<file path="src/rtl/freq_meter_counter.sv">
// ---------------------------------------------------------------------------
// freq_meter_counter
//
// Measurement end of the frequency-meter chain. Counts rising edges of an
// asynchronous input over a fixed gate window of GATE_CYCLES clk cycles and
// latches each completed count as a frequency word. Consecutive windows are
// contiguous while enabled, so there is no dead time between gates.
//
// Parameters:
//   GATE_CYCLES  gate window length in clk cycles (>= 2)
//   CNT_W        width of the edge counter and of the result word
//   SYNC_STAGES  synchronizer flops on sig_in (>= 2)
//
// Ports:
//   clk         system clock, all logic on the rising edge
//   rst_n       asynchronous active-low reset
//   en          measurement enable (synchronous level)
//   sig_in      signal under measurement, asynchronous to clk
//   freq        last completed gate count (saturated at 2^CNT_W-1)
//   freq_valid  one-cycle pulse when freq updates
//   ovf         last completed gate saturated
//   busy        gate window in progress
//   bcd         7-digit BCD of freq (all zero unless BCD_EN is defined)
//
// Optional feature (macro BCD_EN):
//   When defined, each gate result is converted to BCD by a sequential
//   shift-add-3 engine running CNT_W cycles in state CONV while the next
//   window is already counting. freq, ovf and bcd update together, and
//   values above 9999999 show as all nines with ovf set. GATE_CYCLES must
//   exceed CNT_W+1 so a conversion always ends before the next gate does.
// ---------------------------------------------------------------------------
module freq_meter_counter #(
  parameter int GATE_CYCLES = 1000000,
  parameter int CNT_W       = 24,
  parameter int SYNC_STAGES = 2
) (
  input  logic             clk,
  input  logic             rst_n,
  input  logic             en,
  input  logic             sig_in,
  output logic [CNT_W-1:0] freq,
  output logic             freq_valid,
  output logic             ovf,
  output logic             busy,
  output logic [27:0]      bcd
);

  localparam int               TW         = $clog2(GATE_CYCLES);
  localparam logic [TW-1:0]    TIMER_LAST = TW'(GATE_CYCLES - 1);
  localparam logic [CNT_W-1:0] CNT_MAX    = {CNT_W{1'b1}};

`ifdef BCD_EN
  typedef enum logic [1:0] {IDLE = 2'd0, GATE = 2'd1, CONV = 2'd2} state_t;
`else
  typedef enum logic [1:0] {IDLE = 2'd0, GATE = 2'd1} state_t;
`endif

  state_t                 state_q;
  state_t                 next_state;
  logic [SYNC_STAGES-1:0] sync_q;
  logic                   hist_q;
  logic                   edge_det;
  logic [TW-1:0]          timer_q;
  logic [CNT_W-1:0]       count_q;
  logic                   sat_q;
  logic                   counting;
  logic                   terminal;
  logic [CNT_W-1:0]       result;
  logic                   result_sat;

  // Synchronizer chain followed by a history flop; a rising edge is seen
  // for exactly one cycle when the synchronized level goes 0 -> 1.
  always_ff @(posedge clk or negedge rst_n) begin
    if (!rst_n) begin
      sync_q <= '0;
      hist_q <= 1'b0;
    end else begin
      sync_q <= {sync_q[SYNC_STAGES-2:0], sig_in};
      hist_q <= sync_q[SYNC_STAGES-1];
    end
  end

  assign edge_det = sync_q[SYNC_STAGES-1] & ~hist_q;

  // The edge arriving on the terminal cycle still belongs to the closing
  // window, so it is folded into the result here rather than into count_q.
  assign result_sat = sat_q | ((count_q == CNT_MAX) & edge_det);
  assign result     = (count_q == CNT_MAX) ? CNT_MAX : count_q + CNT_W'(edge_det);

`ifdef BCD_EN
  localparam int          CCW     = $clog2(CNT_W + 1);
  localparam logic [63:0] BCD_MAX = 64'd9999999;

  logic [CNT_W-1:0] conv_bin_q;
  logic [CNT_W-1:0] conv_res_q;
  logic             conv_ovf_q;
  logic             conv_clamp_q;
  logic [27:0]      conv_bcd_q;
  logic [27:0]      bcd_q;
  logic [27:0]      dd_adj;
  logic [27:0]      dd_next;
  logic [CCW-1:0]   conv_cnt_q;
  logic             conv_last;
  logic             over_disp;

  assign conv_last = (conv_cnt_q == CCW'(CNT_W - 1));
  assign over_disp = 64'(result) > BCD_MAX;
  assign bcd       = bcd_q;

  // One shift-add-3 step: every digit >= 5 gets +3 before the whole BCD
  // word shifts left, pulling in the next binary bit MSB first. Digits
  // beyond the seventh are dropped; such values are clamped to all nines.
  always_comb begin
    dd_adj = conv_bcd_q;
    for (int d = 0; d < 7; d++) begin
      if (conv_bcd_q[4*d +: 4] >= 4'd5) begin
        dd_adj[4*d +: 4] = conv_bcd_q[4*d +: 4] + 4'd3;
      end
    end
    dd_next = {dd_adj[26:0], conv_bin_q[CNT_W-1]};
  end
`else
  assign bcd = '0;
`endif

  // State register.
  always_ff @(posedge clk or negedge rst_n) begin
    if (!rst_n) begin
      state_q <= IDLE;
    end else begin
      state_q <= next_state;
    end
  end

  // Next-state and control decode. A window that reaches its terminal
  // cycle always completes, even if en drops in that same cycle; en low
  // on any earlier gate cycle aborts the window without a result.
  always_comb begin
    next_state = state_q;
    busy       = 1'b0;
    counting   = 1'b0;
    terminal   = 1'b0;
    case (state_q)
      IDLE: begin
        if (en) begin
          next_state = GATE;
        end
      end
      GATE: begin
        busy     = 1'b1;
        counting = 1'b1;
        if (timer_q == TIMER_LAST) begin
          terminal = 1'b1;
`ifdef BCD_EN
          next_state = CONV;
`else
          next_state = en ? GATE : IDLE;
`endif
        end else if (!en) begin
          next_state = IDLE;
        end
      end
`ifdef BCD_EN
      CONV: begin
        busy     = 1'b1;
        counting = 1'b1;
        if (conv_last) begin
          next_state = en ? GATE : IDLE;
        end
      end
`endif
      default: begin
        next_state = IDLE;
      end
    endcase
  end

  // Gate timer and edge counter. Both restart on the terminal cycle so the
  // next window begins immediately, and are held clear outside a window.
  always_ff @(posedge clk or negedge rst_n) begin
    if (!rst_n) begin
      timer_q <= '0;
      count_q <= '0;
      sat_q   <= 1'b0;
    end else if (!counting || terminal) begin
      timer_q <= '0;
      count_q <= '0;
      sat_q   <= 1'b0;
    end else begin
      timer_q <= timer_q + TW'(1);
      if (edge_det) begin
        if (count_q == CNT_MAX) begin
          sat_q <= 1'b1;
        end else begin
          count_q <= count_q + CNT_W'(1);
        end
      end
    end
  end

  // Result registers. Without BCD the result is published straight from
  // the terminal cycle; with BCD it is held until the conversion finishes
  // so that freq, ovf and bcd always change together.
  always_ff @(posedge clk or negedge rst_n) begin
    if (!rst_n) begin
      freq       <= '0;
      ovf        <= 1'b0;
      freq_valid <= 1'b0;
`ifdef BCD_EN
      conv_bin_q   <= '0;
      conv_res_q   <= '0;
      conv_ovf_q   <= 1'b0;
      conv_clamp_q <= 1'b0;
      conv_bcd_q   <= '0;
      conv_cnt_q   <= '0;
      bcd_q        <= '0;
`endif
    end else begin
      freq_valid <= 1'b0;
`ifdef BCD_EN
      if (terminal) begin
        conv_bin_q   <= result;
        conv_res_q   <= result;
        conv_ovf_q   <= result_sat | over_disp;
        conv_clamp_q <= over_disp;
        conv_bcd_q   <= '0;
        conv_cnt_q   <= '0;
      end else if (state_q == CONV) begin
        conv_bin_q <= conv_bin_q << 1;
        conv_bcd_q <= dd_next;
        conv_cnt_q <= conv_cnt_q + CCW'(1);
        if (conv_last) begin
          freq       <= conv_res_q;
          ovf        <= conv_ovf_q;
          bcd_q      <= conv_clamp_q ? 28'h9999999 : dd_next;
          freq_valid <= 1'b1;
        end
      end
`else
      if (terminal) begin
        freq       <= result;
        ovf        <= result_sat;
        freq_valid <= 1'b1;
      end
`endif
    end
  end

endmodule

</file>
<file path="config.mk">
export PLATFORM = sky130hd
export DESIGN_NAME = freq_meter_counter
export DESIGN_NICKNAME = d
export VERILOG_FILES = /design/src/rtl/freq_meter_counter.sv
export SDC_FILE = /design/constraint.sdc
export NUM_CORES = 1
export LEC_CHECK = 0
export BUFFER_PORTS_ARGS = -buffer_cell sky130_fd_sc_hd__clkbuf_2
export CORE_MARGIN = 2
export CORE_UTILIZATION = 50
export CTS_CLUSTER_SIZE = 8
export DETAILED_ROUTE_END_ITERATION = 12
export PLACE_DENSITY = 0.68
export SLEW_MARGIN = 20
export SYNTH_ARGS = -nofsm -noshare
export SYNTH_HDL_FRONTEND = slang
export SYNTH_SLANG_ARGS = --single-unit
export TNS_END_PERCENT = 1
</file>
<file path="constraint.sdc">
create_clock -name clk -period 2.7 [get_ports clk]
set_input_delay 0 -clock clk [delete_from_list [all_inputs] [get_ports clk]]
set_output_delay 0 -clock clk [all_outputs]
set_load 0.005 [all_outputs]
</file>
==> run_summary.xml <==
<?xml version="1.0" encoding="UTF-8"?>
<metrics>
  <group name="setup_path">
    <metric name="r2r_start" unit="">timer_q[0]</metric>
    <metric name="setup.worst_path.class" unit="">register to register</metric>
    <metric name="critPathLaunch" unit="">timer_q[0]</metric>
    <metric name="timing.critical_path.fanout_max" unit="">39</metric>
    <metric name="critPathCaptureType" unit="">register</metric>
    <metric name="worstPathRequired" unit="ns">2.98</metric>
    <metric name="worstSetupStartpointType" unit="">register</metric>
    <metric name="cp.arrival" unit="ns">2.49</metric>
  </group>
  <group name="global_routing">
    <metric name="grt_overflow_total" unit="">0</metric>
    <metric name="antenna_found_initial" unit="">0</metric>
    <metric name="first_global_vias" unit="">2779</metric>
    <metric name="wire_length_of_the_first_global_routing_pass" unit="um">12900</metric>
    <metric name="largest_net_degree_at_the_start_of_global_routing" unit="">76</metric>
    <metric name="groute.usage.overall" unit="%">18.7</metric>
  </group>
  <group name="sta">
    <metric name="timing_worst_slew_pin_value" unit="ns">0.912</metric>
    <metric name="timing.setup.tns" unit="ns">0</metric>
    <metric name="finalCriticalPeriod" unit="ns">2.22</metric>
    <metric name="slew_headroom" unit="%">39.2</metric>
    <metric name="fin_crit_sh" unit="%">82.1</metric>
    <metric name="worst_clock_skew" unit="ns">0.0147</metric>
    <metric name="fmaxAchievable" unit="MHz">451</metric>
    <metric name="setup_repair_after_global_routing_missed_its_margin" unit="">false</metric>
    <metric name="maxSlewViolCount" unit="">0</metric>
    <metric name="setup_viol" unit="">0</metric>
    <metric name="final_hold_viol_count" unit="">0</metric>
    <metric name="final.setup.worst_slack" unit="ns">0.484</metric>
  </group>
  <group name="detailed_routing">
    <metric name="drt_pass1_iterations" unit="">4</metric>
    <metric name="drt_iter0_drc" unit="">158</metric>
    <metric name="vias" unit="">2932</metric>
    <metric name="vias_per_cell" unit="">5.29</metric>
    <metric name="remaining_drc_errors" unit="">0</metric>
    <metric name="route.antenna.remaining_nets" unit="">0</metric>
    <metric name="totalWireLength" unit="um">7600</metric>
    <metric name="routedWlPerCell" unit="um">13.7</metric>
  </group>
  <group name="finish">
    <metric name="mostFrequentLayoutCell" unit="">sky130_fd_sc_hd__dfrtp_1</metric>
    <metric name="layout_common_cells" unit="">sky130_fd_sc_hd__dfrtp_1, sky130_fd_sc_hd__nor2_1, sky130_fd_sc_hd__clkbuf_2, sky130_fd_sc_hd__xnor2_1, sky130_fd_sc_hd__conb_1</metric>
    <metric name="area_delta_synth_final" unit="%">8.37</metric>
    <metric name="finish.net_count" unit="">456</metric>
    <metric name="num_antenna_cells" unit="">0</metric>
    <metric name="drive_gt1_share" unit="%">15.9</metric>
  </group>
  <group name="run_status">
    <metric name="status" unit="">finished clean</metric>
  </group>
  <group name="floorplanning">
    <metric name="core_region_area" unit="um2">7730</metric>
    <metric name="die_area" unit="um2">8750</metric>
    <metric name="initial_core_util" unit="%">51.8</metric>
    <metric name="die_height" unit="um">93.5</metric>
    <metric name="num_rows" unit="">32</metric>
    <metric name="die_w" unit="um">93.5</metric>
    <metric name="top_level_ports" unit="">59</metric>
  </group>
  <group name="synth">
    <metric name="post_synth_fa_ha_maj_area_fraction" unit="%">1.25</metric>
    <metric name="post_synth_mux_area_share" unit="%">0</metric>
    <metric name="synth.lib_cells_used.distinct" unit="">41</metric>
    <metric name="synth_compound_gate_area_share" unit="%">9.40</metric>
    <metric name="synth.yosys.warnings" unit="">0</metric>
    <metric name="synth_top_family_by_area" unit="">simple AND/OR/NAND/NOR gates</metric>
    <metric name="post_synth_instance_area" unit="um2">4010</metric>
    <metric name="syn-instance-count" unit="">423</metric>
    <metric name="synth.yosys.seq_area_share" unit="%">46.8</metric>
    <metric name="synth-simple-area-share" unit="%">22.3</metric>
    <metric name="synth-async-reset-ratio" unit="%">100</metric>
    <metric name="syn_area_per_cell" unit="um2">9.47</metric>
    <metric name="ys.flop_type" unit="">sky130_fd_sc_hd__dfrtp_1</metric>
    <metric name="number_of_flops_mapped_to_enable_cells_by_yosys" unit="">0</metric>
    <metric name="synth-seq-cells" unit="">75</metric>
    <metric name="post_synth_xor_area_fraction" unit="%">12.0</metric>
  </group>
  <group name="cts">
    <metric name="clock-root-buffer" unit="">sky130_fd_sc_hd__clkbuf_8</metric>
    <metric name="clock_tree.htree_level_count" unit="">3</metric>
    <metric name="worstSkewPairLatency" unit="ns">0.36</metric>
    <metric name="clk_pin_slew" unit="ns">0.08</metric>
    <metric name="clock-sinks" unit="">75</metric>
    <metric name="cts_buffers" unit="">9</metric>
    <metric name="cts_setup_buffers" unit="">0</metric>
    <metric name="maximum_root_to_sink_buffer_count" unit="">2</metric>
    <metric name="cts_tree" unit="">yes</metric>
  </group>
  <group name="placed_design">
    <metric name="port-buffer-count" unit="">30</metric>
    <metric name="post-place-ws" unit="ns">0.506</metric>
    <metric name="gp_congestion" unit="">0.976</metric>
    <metric name="hpwlAfterDp" unit="um">5220</metric>
  </group>
  <group name="min_path">
    <metric name="worst_hold_path_type" unit="">input pin to register</metric>
    <metric name="hp-start" unit="">en</metric>
  </group>
  <group name="power_and_ir_drop">
    <metric name="leakage" unit="nW">1.84</metric>
    <metric name="power.ir.vdd_worst" unit="mV">0.264</metric>
    <metric name="totalPowerFinal" unit="mW">2.06</metric>
    <metric name="power.density_cell_area" unit="nW/um2">475</metric>
  </group>
  <group name="flow_run">
    <metric name="maxCapViolCount" unit="">0</metric>
  </group>
</metrics>
final cells by class:
class	count	area, um2
clock buffers	9	124
multi-input cells	323	1910
flip-flops and latches	75	1880
well taps	102	128
fillers	700	3390
clock inverters	6	66.3
repair buffers	39	240
power breakdown:
group	total [mW]	internal (mW)	leakage, nW	switching [mW]
sequential	1.14	1.13	1.04	0.00919
combinational	0.0695	0.0174	0.720	0.0521
clock	0.851	0.423	0.0877	0.429
worst max-delay path, cell delays in order (launching register included):
cell and delay, ns:
sky130_fd_sc_hd__dfrtp_1 0.40, sky130_fd_sc_hd__ha_1 0.21, sky130_fd_sc_hd__nand3_1 0.25, sky130_fd_sc_hd__nor4_1 0.40, sky130_fd_sc_hd__and3_1 0.29, sky130_fd_sc_hd__buf_4 0.36, sky130_fd_sc_hd__nor2_1 0.08, sky130_fd_sc_hd__a31oi_1 0.14
what timing repair did:
item	CTS	global route
gates resized for setup	0	0
endpoints found under the hold margin	77	0
hold buffers	3	0
cell usage after synthesis (all sizes together), types with 3 or more instances:
cell    number  area, um2
a211oi       4       30.0
a21oi       26        168
a31oi       10       62.6
and2         3       21.3
and3         4       25.0
and4         4       35.0
buf         37        267
clkbuf      15       57.6
dfrtp       75       1880
ha           4       50.1
nand2       21       78.8
nand3       18       90.1
nand4       16        113
nor2        73        274
nor3        10       50.1
nor4         9       56.3
o211ai       4       35.0
o21ai        8       40.0
or2          6       37.5
or3          9       56.3
xnor2       28        245
xor2        27        236
worst paths after layout:
kind	to	slack [ns]	cells past startpoint
worst max-delay path	freq[15]	0.48	7
worst min-delay path	state_q[0]	0.29	2
worst max register to register	freq[15]	0.48	7
worst min register to register	sync_q[1]	0.36	0
max in group asynchronous	count_q[14]	1.78	2
min in group asynchronous	freq[5]	0.33	2
flip-flops by register name, summed over array words and instances, names as in the netlist:
name        flops
sync_q          2
sat_q           1
freq_valid      1
state_q         1
hist_q          1
count_q        24
timer_q        20
freq           24
ovf             1
metrics by stage:
step	cell area, um2	utilization [%]	hold slack, ns	cells
global placement	4120	53.3	0.110	536
CTS	4340	56.2	0.263	554
floorplan	4110	-	-0.296	450
detailed placement	4120	53.3	0.110	536
global route	4340	56.2	0.286	554
finish	4340	56.2	0.293	554
cell families (layout without fill, tap and decap cells):
| kind of cell | count (synthesis) | count (layout) |
|---|---|---|
| AO/OA/AOI/OAI | 56 | 56 |
| XOR/XNOR | 55 | 55 |
| adder cells (fa/ha/maj) | 4 | 4 |
| buffers and inverters | 52 | 54 |
| flip-flops | 75 | 75 |
| other | 1 | 28 |
| AND/OR/NAND/NOR | 180 | 180 |
routing by layer:
layer / global-route usage, % / up-vias / part of all wire [%]
met5: 0 / - / 0
met4: 9.68 / 0 / 1.9
met3: 4.51 / 15 / 4.9
met2: 28.5 / 75 / 47
met1: 24.9 / 1388 / 46
li1: - / 1454 / -
Note: power is estimated with default switching activity, not from simulation.
